File: src/rtl/alu_pkg.sv
// Shared ALU definitions used by the sequential divider.
package alu_pkg;

  localparam int unsigned DIV_WIDTH = 32;

  // Quotient reported when the divisor is zero (all ones).
  localparam logic [DIV_WIDTH-1:0] DIV_ZERO_QUO = '1;

  typedef enum logic [1:0] {
    IDLE = 2'd0,
    RUN  = 2'd1,
    DONE = 2'd2
  } div_state_e;

endpackage

File: src/rtl/div_step.sv
// One restoring-division iteration on unsigned magnitudes.
module div_step
  import alu_pkg::*;
#(
  parameter int unsigned WIDTH = DIV_WIDTH
) (
  input  logic [WIDTH-1:0] rem,
  input  logic [WIDTH-1:0] quo,
  input  logic [WIDTH-1:0] divisor,
  output logic [WIDTH-1:0] rem_next,
  output logic [WIDTH-1:0] quo_next
);

  logic [WIDTH:0] shifted;
  logic [WIDTH:0] trial;
  logic           take;

  // Shift {rem, quo} left by one; the quotient MSB feeds the remainder.
  assign shifted = {rem, quo[WIDTH-1]};
  assign trial   = shifted - {1'b0, divisor};

  // A set rem MSB means the shifted value exceeds any WIDTH-bit divisor,
  // so the subtraction cannot go negative even though trial[WIDTH] is set.
  assign take = rem[WIDTH-1] | ~trial[WIDTH];

  // Restore on a negative trial, otherwise keep the difference.
  assign rem_next = take ? trial[WIDTH-1:0] : shifted[WIDTH-1:0];
  assign quo_next = {quo[WIDTH-2:0], take};

endmodule

File: src/rtl/seq_divider.sv
// Multi-cycle restoring divider, signed/unsigned, WIDTH steps per result.
module seq_divider
  import alu_pkg::*;
#(
  parameter int unsigned WIDTH = DIV_WIDTH
) (
  input  logic             clk,
  input  logic             reset,
  input  logic             start,
  input  logic             is_signed,
  input  logic [WIDTH-1:0] dividend,
  input  logic [WIDTH-1:0] divisor,
  output logic             busy,
  output logic             done,
  output logic [WIDTH-1:0] quotient,
  output logic [WIDTH-1:0] remainder,
  output logic             div_by_zero
);

  localparam int unsigned CNT_W = (WIDTH > 2) ? $clog2(WIDTH) : 1;
  localparam logic [WIDTH-1:0] ZERO_QUO = {WIDTH{DIV_ZERO_QUO[0]}};

  div_state_e       state_q, state_d;
  logic [CNT_W-1:0] cnt_q;
  logic [WIDTH-1:0] rem_q, quo_q, dvs_q, dvd_orig_q;
  logic             signed_q, dvd_neg_q, dvs_neg_q, dvz_q;
  logic             accept, last_step;
  logic [WIDTH-1:0] step_rem, step_quo;
  logic [WIDTH-1:0] dvd_mag, dvs_mag, q_fix, r_fix;

  div_step #(.WIDTH(WIDTH)) u_step (
    .rem      (rem_q),
    .quo      (quo_q),
    .divisor  (dvs_q),
    .rem_next (step_rem),
    .quo_next (step_quo)
  );

  // Operand magnitudes and sign correction of the final step result.
  assign dvd_mag = (is_signed && dividend[WIDTH-1]) ? -dividend : dividend;
  assign dvs_mag = (is_signed && divisor[WIDTH-1])  ? -divisor  : divisor;
  assign q_fix   = (signed_q && (dvd_neg_q ^ dvs_neg_q)) ? -step_quo : step_quo;
  assign r_fix   = (signed_q && dvd_neg_q) ? -step_rem : step_rem;

  // Next-state logic; start is only honoured in IDLE or DONE.
  always_comb begin
    state_d   = state_q;
    accept    = 1'b0;
    last_step = 1'b0;
    case (state_q)
      IDLE: begin
        if (start) begin
          accept  = 1'b1;
          state_d = RUN;
        end
      end
      RUN: begin
        if (cnt_q == '0) begin
          last_step = 1'b1;
          state_d   = DONE;
        end
      end
      DONE: begin
        if (start) begin
          accept  = 1'b1;
          state_d = RUN;
        end else begin
          state_d = IDLE;
        end
      end
      default: state_d = IDLE;
    endcase
  end

  // State register with registered busy/done derived from the next state.
  always_ff @(posedge clk) begin
    if (reset) begin
      state_q <= IDLE;
      busy    <= 1'b0;
      done    <= 1'b0;
    end else begin
      state_q <= state_d;
      busy    <= (state_d == RUN);
      done    <= (state_d == DONE);
    end
  end

  // Operand latches and iteration datapath.
  always_ff @(posedge clk) begin
    if (reset) begin
      cnt_q      <= '0;
      rem_q      <= '0;
      quo_q      <= '0;
      dvs_q      <= '0;
      dvd_orig_q <= '0;
      signed_q   <= 1'b0;
      dvd_neg_q  <= 1'b0;
      dvs_neg_q  <= 1'b0;
      dvz_q      <= 1'b0;
    end else if (accept) begin
      cnt_q      <= CNT_W'(WIDTH - 1);
      rem_q      <= '0;
      quo_q      <= dvd_mag;
      dvs_q      <= dvs_mag;
      dvd_orig_q <= dividend;
      signed_q   <= is_signed;
      dvd_neg_q  <= dividend[WIDTH-1];
      dvs_neg_q  <= divisor[WIDTH-1];
      dvz_q      <= (divisor == '0);
    end else if (state_q == RUN) begin
      cnt_q <= cnt_q - CNT_W'(1);
      rem_q <= step_rem;
      quo_q <= step_quo;
    end
  end

  // Result registers, written only on the final iteration edge.
  always_ff @(posedge clk) begin
    if (reset) begin
      quotient    <= '0;
      remainder   <= '0;
      div_by_zero <= 1'b0;
    end else if (last_step) begin
      if (dvz_q) begin
        quotient  <= ZERO_QUO;
        remainder <= dvd_orig_q;
      end else begin
        quotient  <= q_fix;
        remainder <= r_fix;
      end
      div_by_zero <= dvz_q;
    end
  end

endmodule
File: config.mk
export PLATFORM = sky130hd
export DESIGN_NAME = seq_divider
export DESIGN_NICKNAME = d
export VERILOG_FILES = /design/src/rtl/alu_pkg.sv /design/src/rtl/div_step.sv /design/src/rtl/seq_divider.sv
export SDC_FILE = /design/constraint.sdc
export NUM_CORES = 1
export LEC_CHECK = 0
export CORE_MARGIN = 2
export CORE_UTILIZATION = 45
export CTS_CLUSTER_DIAMETER = 150
export DETAILED_ROUTE_END_ITERATION = 10
export PLACE_DENSITY = 0.66
export SKIP_LAST_GASP = 1
export SYNTH_ARGS = -nofsm -noshare
export SYNTH_HDL_FRONTEND = slang
export SYNTH_HIERARCHICAL = 1
export SYNTH_SLANG_ARGS = --single-unit
File: constraint.sdc
create_clock -name clk -period 4.86 [get_ports clk]
set_input_delay 0.972 -clock clk [delete_from_list [all_inputs] [get_ports clk]]
set_output_delay 0.972 -clock clk [all_outputs]
set_load 0.005 [all_outputs]
==> results.toml, run 1 <==
[sta]
slew_headroom_pct = 35.0
fin_tns_setup_ns = 0
rsz0062_at_grt = "false"
final-setup-viol-count = 0
skew_ns = 0.0246
tightest_slew_ns = 0.972
fin_ws_ns = 0.378
post-route-period-util_pct = 92.2
min_period_ns = 4.48
final_max_slew_viol_count = 0
fmax_ghz = 0.223
hold_viol_final = 0

[worst_setup_path]
cp.required_ns = 5.26
critPathMaxFanout = 33
crit-reg2reg-launch = "dvs_q[5]"
arrival_ns = 4.88
cp-start-kind = "flop"
criticalPathCategory = "flop to flop"
cp-startpoint = "dvs_q[5]"
cp-end-kind = "flop"

[synth]
synth-async-reset-ratio_pct = 0
ys_ff_latch = 205
yosys_warnings = 6
syn_inst = 1729
syn-num-nets = 1835
synthesis.area_sq_mm = 0.0130
synth_edf_count = 0
synthFlopType = "dfxtp_1"
ys_types = 82
synth_area_per_cell_sq_um = 7.49
ys_seq_area_share_pct = 31.7

[global_route]
grt_pass1_vias = 11894
grt.total_usage_pct = 26.9
grt_pass1_wl_mm = 66.2
grt_start_max_net_pins = 94
overflow = 0
antenna_found_initial = 0

[die]
pin_count = 135
die_height_microns = 174
coreArea_sq_mm = 0.0285
initial_core_util_pct = 45.4
rows = 62
dieArea_sq_mm = 0.0302
die_x_microns = 174

[pwr]
pwr-share-comb_pct = 20.4
switchingPower_mw = 1.46
clockPowerShare_pct = 40.0
switching_share_pct = 30.7
p_seq_share_pct = 39.6
p_leak_nw = 5.54
peakVddDrop_mv = 0.242
internal_power_mw = 3.29
p_total_mw = 4.75
powerDensity_mw_per_mm2 = 311

[place]
place.gp.congestion = 0.927
post-place-ws_ns = 0.288
dp_hpwl_mm = 30.7
io_buffers = 134

[route]
vias = 12884
wl_per_cell_microns = 19.2
vias_per_cell = 5.89
drt_iter0_markers = 1243
ant_nets = 0
drc = 0
first_pass_iters = 7
wl_mm = 41.9

[clock_tree]
postCtsSetupRepairBufs = 0
path_clk_slew_ns = 0.06
htreeDepth = 1
clk_latency_ns = 0.55
clock_sinks = 205
cts_tree = "yes"
cts_root_buf = "clkbuf_16"
numCtsBuffers = 25
clockBufferDepth = 3

[hold_path]
hp-start = "dvd_orig_q[2]"
hp-class = "flop to flop"

[final_layout]
drive_above_1_share_pct = 6.87
num-nets-final = 1892
multiInputGateArea_sq_mm = 0.00795
diodes = 0
n_fill_cell = 2849
areaGrowthSynthToFinish_pct = 18.0
seqCellArea_sq_mm = 0.00411

[run_status]
status = "complete, no violations"

[flow_run]
maxCapViolCount = 0
synthesized netlist by cell type, types with 11 or more instances:
library cell  count  area [sq um]
nand2_1         289          1080
dfxtp_1         205          4100
a21oi_1         162           811
nor2_1          117           439
clkbuf_1         99           372
o21ai_0          64           320
xor2_1           61           534
inv_1            59           221
xnor2_1          55           482
a211oi_1         46           345
nor3_1           43           215
ha_1             37           463
a31oi_1          32           200
buf_4            32           240
o21ai_1          31           155
nor4_1           25           156
and3_1           24           150
nand3_1          23           115
a311oi_1         22           193
o22ai_1          22           138
o31ai_1          22           165
or3_1            22           138
mux2i_1          20           200
nand4_1          18           113
o211ai_1         17           128
nand2b_1         16           100
or4_1            16           120
and2_1           11          68.8
layer usage:
layer	wire, microns	up-vias	global-route usage [%]
met3	3100	35	3.36
met4	567	0	5.04
li1	-	6287	-
met5	0	-	0
met2	18300	472	42.1
met1	19900	6090	39.9
flip-flops by register name (all words and copies together) (netlist names):
signal       count
quotient        32
cnt_q            5
state_q          2
dvd_orig_q      32
dvs_neg_q        1
done             1
div_by_zero      1
dvs_q           32
signed_q         1
rem_q           32
busy             1
quo_q           32
remainder       32
dvz_q            1
worst max-delay path, stage by stage, from the launching register on:
cell       delay, ns
dfxtp_1         0.32
inv_1           0.04
ha_1            0.34
a21o_1          0.22
a211o_1         0.29
o211ai_2        0.21
o21ai_1         0.10
and2_1          0.18
a2111oi_4       0.40
o31a_4          0.35
buf_12          0.22
o21ai_1         0.11
nor4_1          0.40
nand3_1         0.39
o41ai_1         0.49
xor2_1          0.18
o22ai_1         0.09
what timing repair did:
action | CTS | global route
hold buffers | 0 | 0
gates resized for setup | 0 | 1
endpoints found under the setup margin | 0 | 12
power groups by stage:
| stage | registers, mW | clock network (mW) | logic (mW) |
|---|---|---|---|
| after floorplan | 1.85 | 0 | 0.694 |
| after global placement | 1.91 | 0 | 0.942 |
| after detailed placement | 1.92 | 0 | 0.949 |
| after CTS | 1.88 | 1.93 | 0.955 |
| after global routing | 1.89 | 2.01 | 1.07 |
| final | 1.88 | 1.90 | 0.970 |
per-stage QoR:
stage | hold slack (ns) | utilization [%] | std cells | area (sq um)
floorplan | 0.425 | - | 1729 | 13000
global placement | 0.438 | 50.6 | 2143 | 14400
detailed placement | 0.446 | 50.6 | 2143 | 14400
CTS | 0.459 | 53.5 | 2188 | 15300
global route | 0.472 | 53.6 | 2188 | 15300
finish | 0.457 | 53.6 | 2188 | 15300
final cells by class:
class                      count  share of cell area (%)
inverter                      61                    1.50
multi-input combinational   1313                    52.0
sequential                   205                    26.8
clock inverter                10                   0.802
timing repair buffer         180                    11.1
tap                          384                    3.14
clock buffer                  35                    4.66
kinds of logic (layout without fill, tap and decap cells):
| logic type | after synthesis | after routing | share of synthesized area [%] |
|---|---|---|---|
| AOI/OAI and AO/OA | 488 | 488 | 23.9 |
| xor gates and xnor gates | 116 | 116 | 7.84 |
| adders and majority gates | 38 | 38 | 3.73 |
| buffers and inverters | 211 | 286 | 7.32 |
| DFF | 205 | 205 | 31.7 |
| muxes | 28 | 28 | 2.24 |
| and+or+nand+nor | 643 | 643 | 23.3 |
path summary, 6_finish.rpt:
kind / slack (ns) / cells after the start / end
max: 0.38 / 16 / remainder[28]
min: 0.46 / 2 / dvd_orig_q[2]
max reg2reg: 0.38 / 16 / remainder[28]
min reg2reg: 0.46 / 2 / dvd_orig_q[2]
cell usage in the layout (no fill, tap or decap), drive strengths merged, types with 32 or more instances in the layout:
cell / n
nand2: 289
dfxtp: 205
a21oi: 163
clkdlybuf4s50: 133
nor2: 117
o21ai: 95
xor2: 61
inv: 61
xnor2: 55
buf: 47
a211oi: 46
nor3: 45
ha: 37
clkbuf: 35
a31oi: 32
Power figures use the tool's default switching activity.
==> run 2: changes to the inputs <==
--- a/config.mk
+++ b/config.mk
@@ -5,12 +5,14 @@
 export SDC_FILE = /design/constraint.sdc
 export NUM_CORES = 1
 export LEC_CHECK = 0
+export CORE_ASPECT_RATIO = 0.7
 export CORE_MARGIN = 2
 export CORE_UTILIZATION = 45
 export CTS_CLUSTER_DIAMETER = 150
 export DETAILED_ROUTE_END_ITERATION = 10
 export PLACE_DENSITY = 0.66
 export SKIP_LAST_GASP = 1
+export SLEW_MARGIN = 20
 export SYNTH_ARGS = -nofsm -noshare
 export SYNTH_HDL_FRONTEND = slang
 export SYNTH_HIERARCHICAL = 1
==> run 2 against run 1 <==
  * Core utilization increased by 1.0 points
  * Fmax decreased by 1.1%
  * Non-clock buffer count did not move
  * Critical path depth rose by 1
  * Clock power increased by 6%
  * Clock skew shrank 0.015 ns
==> results.toml, run 2 (synthesis results as in run 1) <==
[pwr]
p_leak_nw = 5.58
p_seq_share_pct = 38.2
internal_power_mw = 3.43
pwr-share-comb_pct = 20.6
switchingPower_mw = 1.47
switching_share_pct = 29.9
peakVddDrop_mv = 0.158
powerDensity_mw_per_mm2 = 320
p_total_mw = 4.90
clockPowerShare_pct = 41.2

[sta]
rsz0062_at_grt = "false"
hold_viol_final = 0
min_period_ns = 4.53
skew_ns = 0.00962
fin_tns_setup_ns = 0
final-setup-viol-count = 0
final_max_slew_viol_count = 0
fmax_ghz = 0.221
tightest_slew_ns = 1.04
post-route-period-util_pct = 93.3
slew_headroom_pct = 30.4

[final_layout]
drive_above_1_share_pct = 7.00
final_cell_mix = "288 x nand2_1, 204 x dfxtp_1, 162 x a21oi_1"
final_common_cell = "nand2_1"
areaGrowthSynthToFinish_pct = 18.3
multiInputGateArea_sq_mm = 0.00796
seqCellArea_sq_mm = 0.00411
num-nets-final = 1891
n_fill_cell = 2745

[hold_path]
hp-class = "flop to flop"

[worst_setup_path]
arrival_ns = 4.91
criticalPathCategory = "flop to flop"
critPathMaxFanout = 24
cp-end-kind = "flop"
cp.required_ns = 5.24
cp-start-kind = "flop"

[clock_tree]
numCtsBuffers = 23
cts_tree = "yes"
hold_buffers = 0
clockBufferDepth = 3
clock_sinks = 205
path_clk_slew_ns = 0.06
clk_latency_ns = 0.52
htreeDepth = 1
cts_root_buf = "clkbuf_16"

[route]
wl_per_cell_microns = 20.2
drt_iter0_markers = 1367
drc = 0
vias = 13183
first_pass_iters = 5
ant_nets = 0
wl_mm = 43.8
vias_per_cell = 6.07

[place]
io_buffers = 134
place.gp.congestion = 0.941
dp_hpwl_mm = 32.0

[global_route]
overflow = 0
grt_pass1_wl_mm = 66.8
use_met1_pct = 45.5
use_met2_pct = 35.2
antenna_found_initial = 1
top_usage_layer = "met1"
grt_util_met3_pct = 7.55
grt_start_max_net_pins = 94
grt.total_usage_pct = 28.0
grt_pass1_vias = 11649

[die]
die_height_microns = 146
coreArea_sq_mm = 0.0281
die_x_microns = 207
rows = 51
initial_core_util_pct = 46.2
pin_count = 135
dieArea_sq_mm = 0.0302

[flow_run]
maxCapViolCount = 0

[run_status]
status = "complete, no violations"
run 2: per-layer routing:
layer / share of wire, % / vias to the layer above
met5: 0 / -
met2: 37 / 588
met4: 2.1 / 0
met3: 12 / 68
li1: - / 6266
met1: 49 / 6261
run 2: stage by stage:
stage | hold slack [ns] | worst slack [ns] | instance area (sq um) | util (%) | cells
floorplan | 0.425 | 0.623 | 13000 | - | 1729
global placement | 0.440 | 0.210 | 14400 | 51.4 | 2129
detailed placement | 0.444 | 0.193 | 14400 | 51.4 | 2129
CTS | 0.452 | 0.148 | 15300 | 54.5 | 2170
global route | 0.466 | 0.0227 | 15300 | 54.6 | 2172
finish | 0.451 | 0.327 | 15300 | 54.6 | 2173
run 2: path summary, 6_finish.rpt:
check,start,end,slack (ns),cells past startpoint
max,dvs_q[5],remainder[30],0.33,17
min,dvd_orig_q[15],dvd_orig_q[15],0.45,2
max reg2reg,dvs_q[5],remainder[30],0.33,17
min reg2reg,dvd_orig_q[15],dvd_orig_q[15],0.45,2
run 2: worst max-delay path, cell delays in order, from the launching register on:
cell and delay, ns:
dfxtp_1 0.33, inv_1 0.05, ha_1 0.34, a21o_1 0.21, a211o_1 0.29, o211ai_2 0.20, o21ai_1 0.10, and2_1 0.18
a2111oi_4 0.49, o31a_4 0.34, buf_4 0.29, o21ai_1 0.13, nor4_1 0.37, buf_4 0.20, nand3_1 0.18, o41ai_1 0.45
xor2_1 0.18, o22ai_1 0.07
run 2: area by class of cell:
cell class / instances / share of cell area [%]
tap: 371 / 3.03
timing repair buffer: 180 / 11.1
sequential: 205 / 26.8
multi-input combinational: 1314 / 51.9
inverter: 61 / 1.49
clock inverter: 15 / 1.70
antenna: 1 / 0.0163
clock buffer: 26 / 3.96
run 2: timing repair:
action / in CTS / in global routing
resized for setup: 0 / 2
setup buffers: 0 / 0
endpoints found under the setup margin: 0 / 16
run 2: power by group through the flow:
stage,Sequential [mW],Clock [mW],Combinational (mW)
2_1_floorplan,1.85,0,0.694
3_3_place_gp,1.90,0,0.969
3_5_place_dp,1.91,0,0.977
4_1_cts,1.87,2.04,0.983
6_report,1.87,2.02,1.01
5_1_grt,1.88,2.10,1.09
